## config.mk

```make
export PLATFORM = sky130hd
export DESIGN_NAME = fish_sprite_fetch
export DESIGN_NICKNAME = d
export VERILOG_FILES = /design/src/rtl/fish_sprite_fetch.sv
export SDC_FILE = /design/constraint.sdc
export NUM_CORES = 1
export LEC_CHECK = 0
export ABC_CLOCK_PERIOD_IN_PS = 4550
export BUFFER_PORTS_ARGS = -buffer_cell sky130_fd_sc_hd__buf_2
export CORE_MARGIN = 10
export CORE_UTILIZATION = 36
export DETAILED_ROUTE_END_ITERATION = 16
export PLACE_DENSITY = 0.63
export SLEW_MARGIN = 20
export SYNTH_ARGS = -nofsm -noshare
export SYNTH_HDL_FRONTEND = slang
export SYNTH_SLANG_ARGS = --single-unit
```

## constraint.sdc

```tcl
create_clock -name clk -period 4.55 [get_ports clk]
set_input_delay 0.2275 -clock clk [delete_from_list [all_inputs] [get_ports clk]]
set_output_delay 0.2275 -clock clk [all_outputs]
set_load 0.01 [all_outputs]
```

## src/rtl/fish_sprite_fetch.sv

```systemverilog
// fish_sprite_fetch
// Pixel-pipeline stage in front of the fish-image SRAM (synchronous read,
// one cycle of latency). For every pixel strobe it decides whether the pixel
// falls inside the animated fish sprite. On a hit it issues the SRAM read.
// Two cycles after the strobe it presents an aligned hit/RGB result.
// Key-colour texels are transparent and report no hit.
//
// Pipeline timing, for a pixel strobed in cycle T:
//   T   : hit test and address generation from the shadow registers
//   T+1 : sram_en/sram_addr registered, SRAM samples the address
//   T+2 : sram_data valid, out_valid/out_hit/out_rgb presented

module fish_sprite_fetch #(
  parameter int                SPRITE_W   = 64,
  parameter int                SPRITE_H   = 32,
  parameter int                NUM_FRAMES = 8,
  parameter int                ANIM_DIV   = 4,
  parameter int                ADDR_WIDTH = 16,
  parameter int                DATA_WIDTH = 12,
  parameter logic [DATA_WIDTH-1:0] KEY_COLOR = 12'h0F0
) (
  input  logic                  clk,
  input  logic                  reset_n,
  input  logic                  pix_valid,
  input  logic [9:0]            pix_x,
  input  logic [9:0]            pix_y,
  input  logic                  frame_tick,
  input  logic [9:0]            fish_x,
  input  logic [9:0]            fish_y,
  input  logic                  fish_dir,
  output logic                  sram_en,
  output logic [ADDR_WIDTH-1:0] sram_addr,
  input  logic [DATA_WIDTH-1:0] sram_data,
  output logic                  out_valid,
  output logic                  out_hit,
  output logic [DATA_WIDTH-1:0] out_rgb
);

  // Counter widths are kept at least one bit wide so that a single-frame
  // or divide-by-one configuration still elaborates cleanly.
  localparam int AIW = (NUM_FRAMES > 1) ? $clog2(NUM_FRAMES) : 1;
  localparam int ACW = (ANIM_DIV   > 1) ? $clog2(ANIM_DIV)   : 1;

  localparam int FRAME_SIZE = SPRITE_W * SPRITE_H;

  localparam logic [AIW-1:0] ANIM_IDX_LAST = AIW'(NUM_FRAMES - 1);
  localparam logic [ACW-1:0] ANIM_CNT_LAST = ACW'(ANIM_DIV - 1);

  // Shadow copies of the sprite position and facing. These only change on
  // frame_tick so a frame never mixes two positions.
  logic [9:0]     fx_q;
  logic [9:0]     fy_q;
  logic           dir_q;

  // Animation state: anim_cnt divides frame_tick, anim_idx selects the frame.
  logic [ACW-1:0] anim_cnt;
  logic [AIW-1:0] anim_idx;

  // Pipeline qualifiers.
  logic           v1;
  logic           hit1;
  logic           v2;
  logic           hit2;

  // Stage-0 combinational terms. All position math is done in 11 bits so
  // that fx+SPRITE_W never wraps. A sprite hanging off the right or bottom
  // edge simply never matches there.
  logic [10:0]           px11;
  logic [10:0]           py11;
  logic [10:0]           fx11;
  logic [10:0]           fy11;
  logic [10:0]           dx;
  logic [10:0]           dy;
  logic [10:0]           col;
  logic                  in_x;
  logic                  in_y;
  logic                  hit0;
  logic [31:0]           frame_base;
  logic [31:0]           row_off;
  logic [ADDR_WIDTH-1:0] addr0;

  // Hit test and texel address for the pixel presented this cycle.
  always_comb begin
    px11       = {1'b0, pix_x};
    py11       = {1'b0, pix_y};
    fx11       = {1'b0, fx_q};
    fy11       = {1'b0, fy_q};
    dx         = px11 - fx11;
    dy         = py11 - fy11;
    in_x       = (px11 >= fx11) && (px11 < (fx11 + 11'(SPRITE_W)));
    in_y       = (py11 >= fy11) && (py11 < (fy11 + 11'(SPRITE_H)));
    hit0       = pix_valid && in_x && in_y;
    col        = dir_q ? (11'(SPRITE_W - 1) - dx) : dx;
    frame_base = 32'(anim_idx) * 32'(FRAME_SIZE);
    row_off    = 32'(dy) * 32'(SPRITE_W);
    addr0      = ADDR_WIDTH'(frame_base + row_off + 32'(col));
  end

  // Latch position and facing once per frame. A pixel that arrives in the
  // same cycle as the tick still sees the previous values.
  always_ff @(posedge clk or negedge reset_n) begin
    if (!reset_n) begin
      fx_q  <= '0;
      fy_q  <= '0;
      dir_q <= 1'b0;
    end else if (frame_tick) begin
      fx_q  <= fish_x;
      fy_q  <= fish_y;
      dir_q <= fish_dir;
    end
  end

  // Step the animation frame every ANIM_DIV frame ticks, wrapping over the
  // stored frames.
  always_ff @(posedge clk or negedge reset_n) begin
    if (!reset_n) begin
      anim_cnt <= '0;
      anim_idx <= '0;
    end else if (frame_tick) begin
      if (anim_cnt == ANIM_CNT_LAST) begin
        anim_cnt <= '0;
        if (anim_idx == ANIM_IDX_LAST) begin
          anim_idx <= '0;
        end else begin
          anim_idx <= anim_idx + 1'b1;
        end
      end else begin
        anim_cnt <= anim_cnt + 1'b1;
      end
    end
  end

  // Stage 0 -> 1: issue the SRAM read on a hit. The address is left alone
  // otherwise, which keeps the address bus quiet between sprite pixels.
  always_ff @(posedge clk or negedge reset_n) begin
    if (!reset_n) begin
      sram_en   <= 1'b0;
      sram_addr <= '0;
      v1        <= 1'b0;
      hit1      <= 1'b0;
    end else begin
      sram_en <= hit0;
      v1      <= pix_valid;
      hit1    <= hit0;
      if (hit0) begin
        sram_addr <= addr0;
      end
    end
  end

  // Stage 1 -> 2: carry the qualifiers alongside the SRAM access so that
  // they line up with the returned texel.
  always_ff @(posedge clk or negedge reset_n) begin
    if (!reset_n) begin
      v2   <= 1'b0;
      hit2 <= 1'b0;
    end else begin
      v2   <= v1;
      hit2 <= hit1;
    end
  end

  // Stage 2: qualify the returned texel. sram_data is only meaningful when
  // hit2 is set, so it is masked in every other case.
  always_comb begin
    out_valid = v2;
    out_hit   = hit2 && (sram_data != KEY_COLOR);
    out_rgb   = out_hit ? sram_data : '0;
  end

endmodule

```

==> results.md, run 1 <==
- Setup Fix Bufs, Post-CTS: 0
- FF-to-FF setup slack: 250 ps
- Post-DP HPWL: 7.772 mm
- Core ar.: 0.01023 mm^2
- Area grow syn2layout: 18.54%
- Post-synth EDFFs: 0
- Most frequent cells in the layout: buf_2, dfrtp_1, ha_1, inv_1, nand2_1
- Required @ worst endpoint: about 4700 ps
- IO Pins: 88
- Crit path max fanout: 3
- Worst vdd ir: between 0.15 and 0.2 mV
- Initial antenna violation count: 0
- Status: complete, no violations
- Primary FF master, synth: dfrtp_1
- Total Power: between 1.5 and 2 mW
- DRT iter0 DRCs: 133
- Hold WS: ~82 ps
- Post-route design area: around 0.0044 mm^2
- Ranking of synthesized cells by area: dfrtp_1, ha_1, xnor2_1
- CTS tree: done
- WS Path Type: reg2reg
- Post-place setup slack: 123.7 ps
- Synth area leader: dfrtp_1
- FF-to-FF path depth: 17
- Worst path max stage delay: 620 ps
- Nature of the critical path startpoint: register
- Most used cell, CP: ha_1
- Hold path depth: 1
- M1 GR Usage: between 10% and 20%
- Gr busiest metal: met2
- Slowest CP cell: or4b_2
- Filler cells: roughly 1000
- Clock Path Buffers: 2
- Buf/Inv on CP: 1
- Post-synthesis register bit count: 46
- Arr. time, crit path: 4490 ps
- Cell row count: 37
- PortBufs: 87
- 1st-pass router iterations: 4
- Syn Area/Cell: 9.417 um^2
- Finished Layout Cells: 622
- Total Wirelength: 9.556 mm
- Post-synth ARST share: 100.0%
- Slew HR: 53.92%
- Vias in the first global route: 3211
- Fin worst setup slack: 245.3 ps
- # clock sinks: 46
- Htree depth: 2
- Clock Pin Slew Worst Setup and Hold Paths: 90 ps
- M2 GR Usage: 19.55%
- Placed cells: ~610
- Avg WL per Cell: approximately 15 um
- Synth warnings: 0
- Final Hold Fails: 0
- Final setup violation count: 0
- Mapped Area: 0.003739 mm^2
- R2R Path End: sram_addr[15]$_DFFE_PN0P_
- Chip height: 121.9 um
- Share of cells above drive strength 1: a little over a quarter
- Clock Skews: 6.546 ps
- Slew Limit Fails: 0
- Gate Count Post-Synth: about 400
- Placed cell area: 0.004310 mm^2
- GRT overflow: 0
- Leak: 2.162 nW
- Vias after detailed routing: 3225
- Met3 GRT Util: just over 4%
- Clk Latency, worst-skew pair: 300 ps
- PwrDens: 411.1 mW/mm^2
- Distinct cells, synth: 57
- Final period utilization: 94.61%
- Worst Hold Endpoint: v1$_DFF_PN0_
- Slew @ Worst Pin: 691.3 ps
- Seq/Total Area, Yosys: a little under a third
- Share of the synthesized area in the top cell type: 30.79%
- Crit path max-delay family: simple AND/OR/NAND/NOR gates
- Starting Density: 36.54%
- # diodes: 0
- Worst Hold Class: in2reg
- Largest net degree at the start of global routing: 47
- Hold Path Origin: pix_valid
- Vias/cell: ~5.2
- CTS Buf Count: 5
- Worst path cell trace: inv_1 > ha_1 > nor2b_4 > o2111a_2 > or4_4 > a21o_2 > nand2_1 > ha_1 > nand2_1 > o21ai_1 > ha_1 > a21oi_1 > o211ai_1 > a21oi_1 > or4b_2 > xnor2_1 > mux2_2
- Mapped Nets: 500
- Max Clk Rate: 232.3 MHz
- GPL Wtd Cong: roughly 0.9
- Root buffer cell: clkbuf_8
- Commonest non-fill, non-tap cell in the layout: buf_2
- Die ar.: 0.01486 mm^2
- Endpoint class of the critical path: register
- Crit path time final: ~4300 ps
- First-pass GRT wire length: 15.56 mm
- DIE WIDTH: around 120 um
- Worst r2r src: fx_q[1]$_DFFE_PN0P_
- Total GRT Usage: about an eighth
- Antenna violation net count after detailed routing: 0
- # nets final: 588
- Number of max-cap violations: 0
- # DRC: 0
-- report_power, final --
group / total [mW] / internal [mW] / switching [mW]
registers: 0.588 / 0.518 / 0.0703
clock network: 0.267 / 0.123 / 0.144
logic: 0.967 / 0.467 / 0.500
total: 1.82 / 1.11 / 0.714
-- worst max-delay path by stage --
stage | startpoint | end | slack (ps) | depth (start not counted)
floorplan | fx_q[0]$_DFFE_PN0P_ | sram_addr[15]$_DFFE_PN0P_ | 480 | 18
global placement | pix_x[0] | sram_addr[15]$_DFFE_PN0P_ | 270 | 20
detailed placement | pix_x[0] | sram_addr[15]$_DFFE_PN0P_ | 120 | 20
CTS | fx_q[0]$_DFFE_PN0P_ | sram_addr[15]$_DFFE_PN0P_ | 140 | 18
global route | fx_q[0]$_DFFE_PN0P_ | sram_addr[14]$_DFFE_PN0P_ | -10 | 18
finish | fx_q[1]$_DFFE_PN0P_ | sram_addr[15]$_DFFE_PN0P_ | 250 | 17
-- registers in the layout (all words and copies together), names as in the netlist, 2 cells and up --
name / count
sram_addr: 16
anim_idx: 3
anim_cnt: 2
fy_q: 10
fx_q: 10
-- kinds of logic (layout without fill, tap and decap cells) --
| kind of cell | after synthesis | after routing | share of synthesized area, % |
|---|---|---|---|
| DFF | 46 | 46 | 30.79 |
| buffers and inverters | 49 | 138 | 5.221 |
| muxes | 21 | 21 | 6.961 |
| AOI/OAI and AO/OA | 99 | 99 | 18.27 |
| adders and majority gates | 46 | 46 | 16.00 |
| xor gates and xnor gates | 32 | 32 | 7.497 |
| and+or+nand+nor | 104 | 104 | 15.26 |
-- worst register-to-register path: cells and delay by family, from the launching register on --
| kind | cells | cell delay, ps |
|---|---|---|
| mux | 1 | 280 |
| compound gates | 6 | 1010 |
| fa+ha+maj | 3 | 790 |
| buf+inv | 1 | 110 |
| flops | 1 | 370 |
| xor+xnor | 1 | 140 |
| simple gates | 5 | 1490 |
-- metal layers --
layer / vias up / part of all wire (%) / wire [um]
met5: - / 0 / 0
met4: 0 / 0.81 / 77
met3: 7 / 8.5 / 808
met2: 107 / 44 / 4216
met1: 1526 / 47 / 4453
li1: 1585 / - / -
-- synthesized netlist by cell type (4+ instances only) --
master	n
a21o_1	6
o21bai_1	4
nand4_1	6
o21ai_0	28
nor3_1	5
o211ai_1	4
inv_1	41
xnor2_1	25
mux2_2	12
xor2_1	7
nand2_1	37
clkbuf_1	7
nand2b_1	5
and2_1	13
a21oi_1	25
ha_1	43
nand3_1	10
nor2_1	7
dfrtp_1	46
mux2_4	7
nor2b_1	4
-- what timing repair did --
action                                  4_1_cts  5_1_grt
gates resized for setup                       0        4
hold buffers                                  0        1
hold endpoints to repair                      0       46
endpoints found under the setup margin        0        2
-- cell type report --
type / instances / area, um^2 / area share [%]
tap: 136 / 170.2 / 3.840
timing repair buffer: 89 / 455.4 / 10.28
sequential: 46 / 1151 / 25.97
inverter: 41 / 153.9 / 3.473
multi-input combinational: 302 / 2410 / 54.38
clock inverter: 1 / 5.005 / 0.1129
clock buffer: 7 / 86.33 / 1.948
-- through the flow --
step,TNS [ps],util (%)
2_1_floorplan,0,-
6_report,0,43.32
3_5_place_dp,0,42.13
5_1_grt,-14.11,43.32
3_3_place_gp,0,42.13
4_1_cts,0,43.02
Note: power is estimated with default switching activity, not from simulation.
==> run 2, diff against run 1 <==
- ABC_CLOCK_PERIOD_IN_PS: 4550 -> 4710
- clock period: 4.55 -> 4.71 ns (I/O delays scaled with it)
==> run 2 against run 1 <==
Total power is 5.2% lower; first-iteration DRC count is 1.5% lower; cell area is 0.73% lower.
==> results.md, run 2 (synthesis gave the netlist of run 1 again) <==
- Clock Path Buffers: 2 (unchanged)
- 1st-pass router iterations: 4 (unchanged)
- Slowest CP cell: or4b_2
- Arr. time, crit path: 4580 ps (+90 ps)
- Buf/Inv on CP: 2 (+1)
- Max Clk Rate: 227.7 MHz (-2.0%)
- Slew @ Worst Pin: 668.8 ps (-22.50 ps)
- Clk Latency, worst-skew pair: 300 ps (about the same)
- Nature of the critical path startpoint: register
- Cts repair resizes: 0 (unchanged)
- GRT overflow: 0 (unchanged)
- RSZ-0062 raised after global routing: no
- Placed cell area: 0.004310 mm^2 (unchanged)
- DRT iter0 DRCs: 131 (-1.5%)
- Worst vdd ir: 0.1539 mV (-2.0%)
- Cell row count: 37 (unchanged)
- Crit path max fanout: 4 (+1)
- Required @ worst endpoint: 4900 ps (+160 ps)
- Worst path max stage delay: 630 ps (about the same)
- # DRC: 0 (unchanged)
- Vias after detailed routing: 3147 (-2.4%)
- Share of cells above drive strength 1: 26.39% (-0.77 points)
- Avg WL per Cell: 14.72 um (-4.2%)
- Slew HR: 55.42% (+1.5 points)
- Max FFs per register: 16 (unchanged)
- CTS Buf Count: 5 (unchanged)
- Vias/cell: 5.068 (-2.3%)
- Top flop regs: sram_addr (16), fx_q (10), fy_q (10)
- Clock Pin Slew Worst Setup and Hold Paths: 90 ps (about the same)
- Status: complete, no violations
- # diodes: 0 (unchanged)
- Initial antenna violation count: 0 (unchanged)
- Area grow syn2layout: 17.67%
- CTS tree: done
- PwrDens: 392.5 mW/mm^2 (-4.5%)
- Antenna violation net count after detailed routing: 0 (unchanged)
- # clock sinks: 46 (unchanged)
- Chip height: 121.9 um (unchanged)
- First-pass GRT wire length: 15.08 mm (-3.1%)
- Final period utilization: 93.23% (-1.4 points)
- WS Path Type: reg2reg
- Total Power: 1.727 mW (-5.2%)
- Final Hold Fails: 0 (unchanged)
- Setup TNS: 0 ps (unchanged)
- PortBufs: 87 (unchanged)
- DIE WIDTH: 121.9 um (unchanged)
- Total GRT Usage: 12.22% (-0.29 points)
- Endpoint class of the critical path: register
- Leak: 2.148 nW (-0.63%)
- Number of max-cap violations: 0 (unchanged)
- Root buffer cell: clkbuf_8
- Vias in the first global route: 3115 (-3.0%)
- Final setup violation count: 0 (unchanged)
- Fin worst setup slack: 319.0 ps (+73.64 ps)
- Starting Density: 36.54% (unchanged)
- Most frequent cells in the layout: buf_2, dfrtp_1, ha_1, inv_1, nand2_1
- GPL Wtd Cong: 0.8866 (unchanged)
- Clock Skews: 5.902 ps (-0.6438 ps)
- # nets final: 588 (unchanged)
- Commonest non-fill, non-tap cell in the layout: buf_2
- IO Pins: 88 (unchanged)
- Worst Hold Class: in2reg
- Filler cells: 1018 (-0.88%)
- Core ar.: 0.01023 mm^2 (unchanged)
- Worst path cell trace: ha_1 > inv_1 > fa_1 > a21o_1 > a21o_1 > a221oi_1 > xnor2_1 > a2111o_1 > o2111ai_1 > ha_1 > inv_1 > o211ai_1 > a21oi_1 > or4b_2 > xnor2_1 > mux2_2
- Htree depth: 2 (unchanged)
- Post-place setup slack: 342.6 ps (+218.9 ps)
- Final core utilization: 43.00% (-0.32 points)
- Crit path max-delay family: compound AO/OA/AOI/OAI gates
- Largest net degree at the start of global routing: 47 (unchanged)
- Largest Register: sram_addr
- Total Wirelength: 9.140 mm (-4.4%)
- Crit path time final: 4391 ps (+86.36 ps)
- Die ar.: 0.01486 mm^2 (unchanged)
- Post-DP HPWL: 7.560 mm (-2.7%)
- Slew Limit Fails: 0 (unchanged)
- Post-route design area: 0.004399 mm^2 (-0.73%)
run 2: changes by cell type in the layout (fill, tap and decap cells not counted), sizes merged:
cell    before  now
clkinv       1    0
run 2: area by class of cell:
| class | count | area [um^2] | area share, % |
|---|---|---|---|
| repair buffers | 89 | 455.4 | 10.35 |
| well taps | 136 | 170.2 | 3.868 |
| multi-input cells | 302 | 2392 | 54.38 |
| flip-flops and latches | 46 | 1151 | 26.17 |
| clock buffers | 7 | 76.32 | 1.735 |
| inverters | 41 | 153.9 | 3.498 |
run 2: where the power goes:
group          leakage [nW]  total, mW  internal (mW)  switching (mW)
logic                  1.55      0.924          0.450           0.474
clock network        0.0383      0.237          0.103           0.134
registers             0.563      0.566          0.500          0.0661
total                  2.15       1.73           1.05           0.674
run 2: path summary, 6_finish.rpt:
kind                                      from                        end  slack (ps)  depth (start not counted)
max                        fx_q[0]$_DFFE_PN0P_  sram_addr[15]$_DFFE_PN0P_         320                         16
min in group asynchronous              reset_n   sram_addr[0]$_DFFE_PN0P_         480                          2
max in group asynchronous              reset_n        fy_q[7]$_DFFE_PN0P_        3830                          2
min                                  pix_valid               v1$_DFF_PN0_          70                          1
max reg2reg                fx_q[0]$_DFFE_PN0P_  sram_addr[15]$_DFFE_PN0P_         320                         16
min reg2reg                       v1$_DFF_PN0_        out_valid$_DFF_PN0_         360                          0
run 2: metal layers:
metal	vias up	share of wire, %	GRT usage [%]
met5	-	0	0
met3	10	8.1	3.515
met4	0	1.3	3.130
met2	81	43	18.51
li1	1585	-	-
met1	1471	48	16.64
run 2: repair_timing:
action,CTS,global route
setup buffers,0,0
setup endpoints to repair,0,0
hold buffers,0,1
endpoints found under the hold margin,0,46
run 2: through the flow:
| stage | hold slack (ps) | std cells |
|---|---|---|
| 2_1_floorplan | -60.09 | 397 |
| 3_3_place_gp | 342.3 | 613 |
| 3_5_place_dp | 337.8 | 613 |
| 4_1_cts | 61.68 | 620 |
| 5_1_grt | 63.36 | 621 |
| 6_report | 71.62 | 621 |
